<file path="src/rtl/axis_gen_pkg.sv">
// Shared types and helpers for the AXI-Stream packet generator.
// Holds the FSM state encoding, lane-index sizing and the contiguous tkeep mask builder.
package axis_gen_pkg;

  typedef enum logic [1:0] {
    ST_IDLE,
    ST_SEND,
    ST_DONE
  } state_t;

  localparam int MAX_LANES      = 64;
  localparam int DEF_AXIS_BYTES = 4;

  function automatic int lane_idx_w(input int lanes);
    return (lanes > 1) ? $clog2(lanes) : 1;
  endfunction

  localparam int DEF_LANE_IDX_W = lane_idx_w(DEF_AXIS_BYTES);

  // rem==0 means the final beat is full, so every lane is enabled.
  function automatic logic [MAX_LANES-1:0] keep_mask(input int rem, input int lanes);
    int                   n;
    logic [MAX_LANES-1:0] m;
    n = (rem == 0) ? lanes : rem;
    m = '0;
    for (int i = 0; i < MAX_LANES; i++) begin
      m[i] = (i < n);
    end
    return m;
  endfunction

endpackage

</file>
<file path="src/rtl/axis_beats_generator_keep.sv">
// Combinational last-beat byte-enable mask: low rem_i lanes set, all lanes when rem_i is zero.
module axis_keep_mask
  import axis_gen_pkg::*;
#(
  parameter  int LANES = 4,
  localparam int LW    = lane_idx_w(LANES)
) (
  input  logic [LW-1:0]    rem_i,
  output logic [LANES-1:0] keep_o
);

  always_comb begin
    keep_o = LANES'(keep_mask((LANES == 1) ? 0 : int'(rem_i), LANES));
  end

endmodule

</file>
<file path="src/rtl/axis_beats_generator.sv">
// AXI-Stream packet source: accepts (len, seed) and emits len incrementing bytes as one packet.
// Beats are built one cycle ahead into a registered output stage that holds while stalled.
module axis_beats_generator
  import axis_gen_pkg::*;
#(
  parameter int AXIS_BYTES   = 4,
  parameter int COUNTER_BITS = 32
) (
  input  logic                      aclk,
  input  logic                      rst,
  input  logic                      s_cmd_tvalid,
  output logic                      s_cmd_tready,
  input  logic [COUNTER_BITS-1:0]   s_cmd_len,
  input  logic [7:0]                s_cmd_seed,
  output logic                      m_axis_tvalid,
  input  logic                      m_axis_tready,
  output logic                      m_axis_tlast,
  output logic [AXIS_BYTES*8-1:0]   m_axis_tdata,
  output logic [AXIS_BYTES-1:0]     m_axis_tkeep,
  output logic [COUNTER_BITS-1:0]   bytes_sent,
  output logic                      done
);

  localparam int                      LW         = lane_idx_w(AXIS_BYTES);
  localparam int                      DW         = AXIS_BYTES * 8;
  localparam logic [COUNTER_BITS-1:0] BEAT_BYTES = COUNTER_BITS'(AXIS_BYTES);

  state_t                  state_q;
  logic [COUNTER_BITS-1:0] rem_q, bytes_q;
  logic [7:0]              seed_q;
  logic                    tvalid_q, tlast_q;
  logic [DW-1:0]           tdata_q;
  logic [AXIS_BYTES-1:0]   tkeep_q;

  logic                    cmd_acc, beat_hs, last_d;
  logic [COUNTER_BITS-1:0] src_rem, rem_d, sent_inc;
  logic [7:0]              src_seed, seed_d;
  logic [DW-1:0]           dat_d;
  logic [AXIS_BYTES-1:0]   keep_d, last_keep;

  assign s_cmd_tready = (state_q == ST_IDLE) && !rst;
  assign cmd_acc      = s_cmd_tvalid && s_cmd_tready;
  assign beat_hs      = tvalid_q && m_axis_tready;

  // Next beat comes from the command on accept, otherwise from the running counters.
  always_comb begin
    src_rem  = cmd_acc ? s_cmd_len  : rem_q;
    src_seed = cmd_acc ? s_cmd_seed : seed_q;
    last_d   = (src_rem <= BEAT_BYTES);
    rem_d    = last_d ? '0 : (src_rem - BEAT_BYTES);
    seed_d   = src_seed + 8'(AXIS_BYTES);
    dat_d    = '0;
    for (int i = 0; i < AXIS_BYTES; i++) begin
      if (COUNTER_BITS'(i) < src_rem) dat_d[i*8 +: 8] = src_seed + 8'(i);
    end
    keep_d   = last_d ? last_keep : '1;
    sent_inc = '0;
    for (int i = 0; i < AXIS_BYTES; i++) begin
      sent_inc = sent_inc + COUNTER_BITS'(tkeep_q[i]);
    end
  end

  axis_keep_mask #(.LANES(AXIS_BYTES)) u_keep (
    .rem_i  (src_rem[LW-1:0]),
    .keep_o (last_keep)
  );

  always_ff @(posedge aclk or posedge rst) begin
    if (rst) begin
      state_q  <= ST_IDLE;
      rem_q    <= '0;
      seed_q   <= '0;
      bytes_q  <= '0;
      tvalid_q <= 1'b0;
      tlast_q  <= 1'b0;
      tdata_q  <= '0;
      tkeep_q  <= '0;
    end else begin
      case (state_q)
        ST_IDLE: begin
          if (cmd_acc) begin
            bytes_q <= '0;
            if (s_cmd_len == '0) begin
              state_q <= ST_DONE;
            end else begin
              state_q  <= ST_SEND;
              tvalid_q <= 1'b1;
              tdata_q  <= dat_d;
              tkeep_q  <= keep_d;
              tlast_q  <= last_d;
              rem_q    <= rem_d;
              seed_q   <= seed_d;
            end
          end
        end
        ST_SEND: begin
          if (beat_hs) begin
            bytes_q <= bytes_q + sent_inc;
            if (tlast_q) begin
              state_q  <= ST_DONE;
              tvalid_q <= 1'b0;
              tlast_q  <= 1'b0;
              tdata_q  <= '0;
              tkeep_q  <= '0;
            end else begin
              tdata_q <= dat_d;
              tkeep_q <= keep_d;
              tlast_q <= last_d;
              rem_q   <= rem_d;
              seed_q  <= seed_d;
            end
          end
        end
        default: state_q <= ST_IDLE;
      endcase
    end
  end

  assign m_axis_tvalid = tvalid_q;
  assign m_axis_tlast  = tlast_q;
  assign m_axis_tdata  = tdata_q;
  assign m_axis_tkeep  = tkeep_q;
  assign bytes_sent    = bytes_q;
  assign done          = (state_q == ST_DONE);

endmodule
</file>
<file path="config.mk">
export PLATFORM = sky130hd
export DESIGN_NAME = axis_beats_generator
export DESIGN_NICKNAME = d
export VERILOG_FILES = /design/src/rtl/axis_gen_pkg.sv /design/src/rtl/axis_beats_generator_keep.sv /design/src/rtl/axis_beats_generator.sv
export SDC_FILE = /design/constraint.sdc
export NUM_CORES = 1
export LEC_CHECK = 0
export ABC_AREA = 1
export CAP_MARGIN = 20
export CORE_MARGIN = 4
export CORE_UTILIZATION = 55
export CTS_CLUSTER_DIAMETER = 120
export DETAILED_ROUTE_END_ITERATION = 8
export PLACE_DENSITY = 0.83
export REMOVE_ABC_BUFFERS = 1
export SYNTH_ARGS = -nofsm -noshare
export SYNTH_HDL_FRONTEND = slang
export SYNTH_SLANG_ARGS = --single-unit
</file>
<file path="constraint.sdc">
create_clock -name aclk -period 2.7 [get_ports aclk]
set_input_delay 0.54 -clock aclk [delete_from_list [all_inputs] [get_ports aclk]]
set_output_delay 0.54 -clock aclk [all_outputs]
set_load 0.005 [all_outputs]
</file>
==> reports/results.ini, run 1 <==
[timing]
skew_ns=0.007593
slew_viol_final=0
maxSlewHeadroom=0.5870
tightest_slew_ns=0.6195
max_freq_mhz=380.1
hold_violations=0
tns_ns=0
rsz0062_at_grt=true
finalCritPeriodShare=0.9743
period_needed_ns=2.631
setup-violations-final=0

[placed_design]
dpl_cell_area_um2=9505
hpwl_um=15650
place_congestion=0.9411
portBuffers=115
dp_cells=1404

[layout]
area_growth_pct=35.11
final_common_cell=nand2_1
utilization=0.7690
final_cell_mix=318 x nand2_1, 136 x buf_4, 135 x inv_1
drive_gt1_frac=0.1771
diodes=0
fin_cells=1420
stdcell_area_um2=9823
fin_nets=1302
nFillCells=922
multiInputGateArea_um2=3726
seq_area_um2=2803

[pwr]
p_clk_frac=0.124
comb_power_share=0.631
power_mw=10.40
netSwitchingFraction=0.4360
p_seq_frac=0.246
p_int_mw=5.864
leakage_nw=4.834
netSwitchingPower_mw=4.533
p_per_area_nw_per_um2=1058
peakVddDrop_mv=0.5344

[floorplanning]
fp.dieH_um=123.0
core_um2=12770
die_w_um=123.0
initial_utilization=0.5692
die_area_um2=15120
ios=116
rows=41

[clock_network]
clk_latency_ns=0.36
cts_buffer_depth=2
h-tree-depth=3
cts_hold_buffers=0
cts-root-buf=clkbuf_16
cts_tree=built
path_clk_slew_ns=0.07
cts_buffers=9
cts_sinks=112

[worst_setup_path]
setup.worst_path.class=flip-flop to flip-flop
endpoint_kind=flip-flop
cp_slowest_cell=fa_1
cp.required_ns=2.97
crit_path_start_kind=flip-flop
cp.arrival_ns=2.90
worstPathMaxFanout=4
path_cells=fa_1, inv_1, fa_2, inv_2, fa_2, nand3_1, nor4_2, buf_4, nand3_1, xor2_1, o31ai_1
slowest_delay_ns=0.55

[status]
status=finished, final reports clean

[logic_synthesis]
ys_seq_area_frac=0.3855
yosysWarnings=0
synth_edf_count=0
synth_area_per_cell_um2=7.213
synth_cells=1008
syn-cell-area_um2=7271
synth_cell_types=44
synthArstFlopShare=1.000
synthFlopType=dfrtp_1
ys_seq_elements=112

[global_route]
grt_pass1_vias=7523
grt_util_all_layers=0.2842
antenna_found_initial=0
grt_overflow=0
grt_pass1_wl_um=34500
grt_max_degree=49

[detailed_routing]
dr.pass1.iters=6
viasPerCell=5.285
first_iter_violations=730
drc=0
ant_nets=0
vias=7504
wl_per_cell_um=14.51
wirelength_um=20610

[run]
drv_cap=0

[worst_hold_path]
min_path_type=flip-flop to flip-flop

[sequential cells by signal, summed over array words and instances, names as in the netlist]
| name | cells |
|---|---|
| bytes_sent | 32 |
| m_axis_tdata | 32 |
| m_axis_tkeep | 4 |
| m_axis_tlast | 1 |
| m_axis_tvalid | 1 |
| rem_q | 32 |
| seed_q | 8 |
| state_q | 2 |
[metal layers]
metal,global-route usage,routed length [um],share of wire,vias to the layer above
met5,0,0,0,-
met4,0.1287,709,0.034,0
met3,0.02882,1236,0.060,52
met2,0.4913,10250,0.50,274
met1,0.3610,8412,0.41,3509
li1,-,-,-,3669
[cell families (layout without fill, tap and decap cells)]
group | count (synthesis) | count (layout) | synth area share
AOI/OAI and AO/OA | 124 | 124 | 0.1053
xor gates and xnor gates | 35 | 35 | 0.04216
adders and majority gates | 15 | 15 | 0.02891
buffers and inverters | 178 | 418 | 0.1082
DFF | 112 | 112 | 0.3855
and+or+nand+nor | 544 | 544 | 0.3299
[cells in the mapped netlist (11+ instances only)]
cell type,count,area share
a21oi_1,19,0.013
buf_4,14,0.014
dfrtp_1,112,0.39
ha_1,12,0.021
inv_1,137,0.071
nand2_1,321,0.17
nand2_2,11,0.0095
nand3_1,33,0.023
nand4_1,48,0.041
nor2_1,79,0.041
nor3_1,22,0.015
o21ai_0,48,0.033
o21ai_1,24,0.017
xor2_1,29,0.035
[repair_timing]
action / in CTS / in global routing
setup buffers: 0 / 0
setup endpoints to repair: 6 / 17
pin swaps: 1 / 2
resized for setup: 4 / 14
hold endpoints to repair: 0 / 0
[critical path: cells and delay by family (launching register included)]
kind                       cells  cell delay [ns]
adders and majority gates      3             1.13
DFF                            1             0.41
and+or+nand+nor                3             0.37
buffers and inverters          3             0.27
AOI/OAI and AO/OA              1             0.19
xor gates and xnor gates       1             0.16
[path summary, 6_finish.rpt]
kind	start	to	slack, ns	cells after the start
min in group asynchronous	rst	rem_q[9]	0.62	3
max reg2reg	m_axis_tkeep[0]	bytes_sent[28]	0.07	11
max	m_axis_tkeep[0]	bytes_sent[28]	0.07	11
max in group asynchronous	rst	m_axis_tdata[13]	0.69	5
min reg2reg	m_axis_tdata[0]	m_axis_tdata[0]	0.48	2
min	m_axis_tdata[0]	m_axis_tdata[0]	0.48	2
[power groups by stage]
| stage | sequential [mW] | combinational, mW | clock, mW |
|---|---|---|---|
| after CTS | 2.55 | 6.53 | 1.29 |
| after global routing | 2.62 | 7.30 | 1.36 |
| after floorplan | 2.54 | 3.41 | 0 |
| after detailed placement | 2.58 | 6.45 | 0 |
| final | 2.56 | 6.56 | 1.28 |
| after global placement | 2.55 | 6.28 | 0 |
[final cells by class]
type	instances	area share
flip-flops and latches	112	0.2853
clock buffers	10	0.02331
inverters	147	0.05643
repair buffers	255	0.2293
clock inverters	6	0.004458
well taps	172	0.02191
multi-input cells	718	0.3793
[stage by stage]
step	setup slack [ns]	hold slack, ns
6_report	0.06943	0.4799
5_1_grt	-0.01269	0.4994
4_1_cts	0.05051	0.4848
3_5_place_dp	-0.1682	0.4656
3_3_place_gp	-0.1221	0.4567
2_1_floorplan	-3.189	0.4422
No activity file was read; power rests on OpenSTA's default activity.
==> inputs of run 2 (changes only) <==
--- a/config.mk
+++ b/config.mk
@@ -6,10 +6,12 @@
 export NUM_CORES = 1
 export LEC_CHECK = 0
 export ABC_AREA = 1
+export ABC_CLOCK_PERIOD_IN_PS = 2700
 export CAP_MARGIN = 20
 export CORE_MARGIN = 4
 export CORE_UTILIZATION = 55
 export CTS_CLUSTER_DIAMETER = 120
+export CTS_CLUSTER_SIZE = 30
 export DETAILED_ROUTE_END_ITERATION = 8
 export PLACE_DENSITY = 0.83
 export REMOVE_ABC_BUFFERS = 1
==> results of run 2 <==
The final DEF is identical to that of run 1; final timing and power are the same.
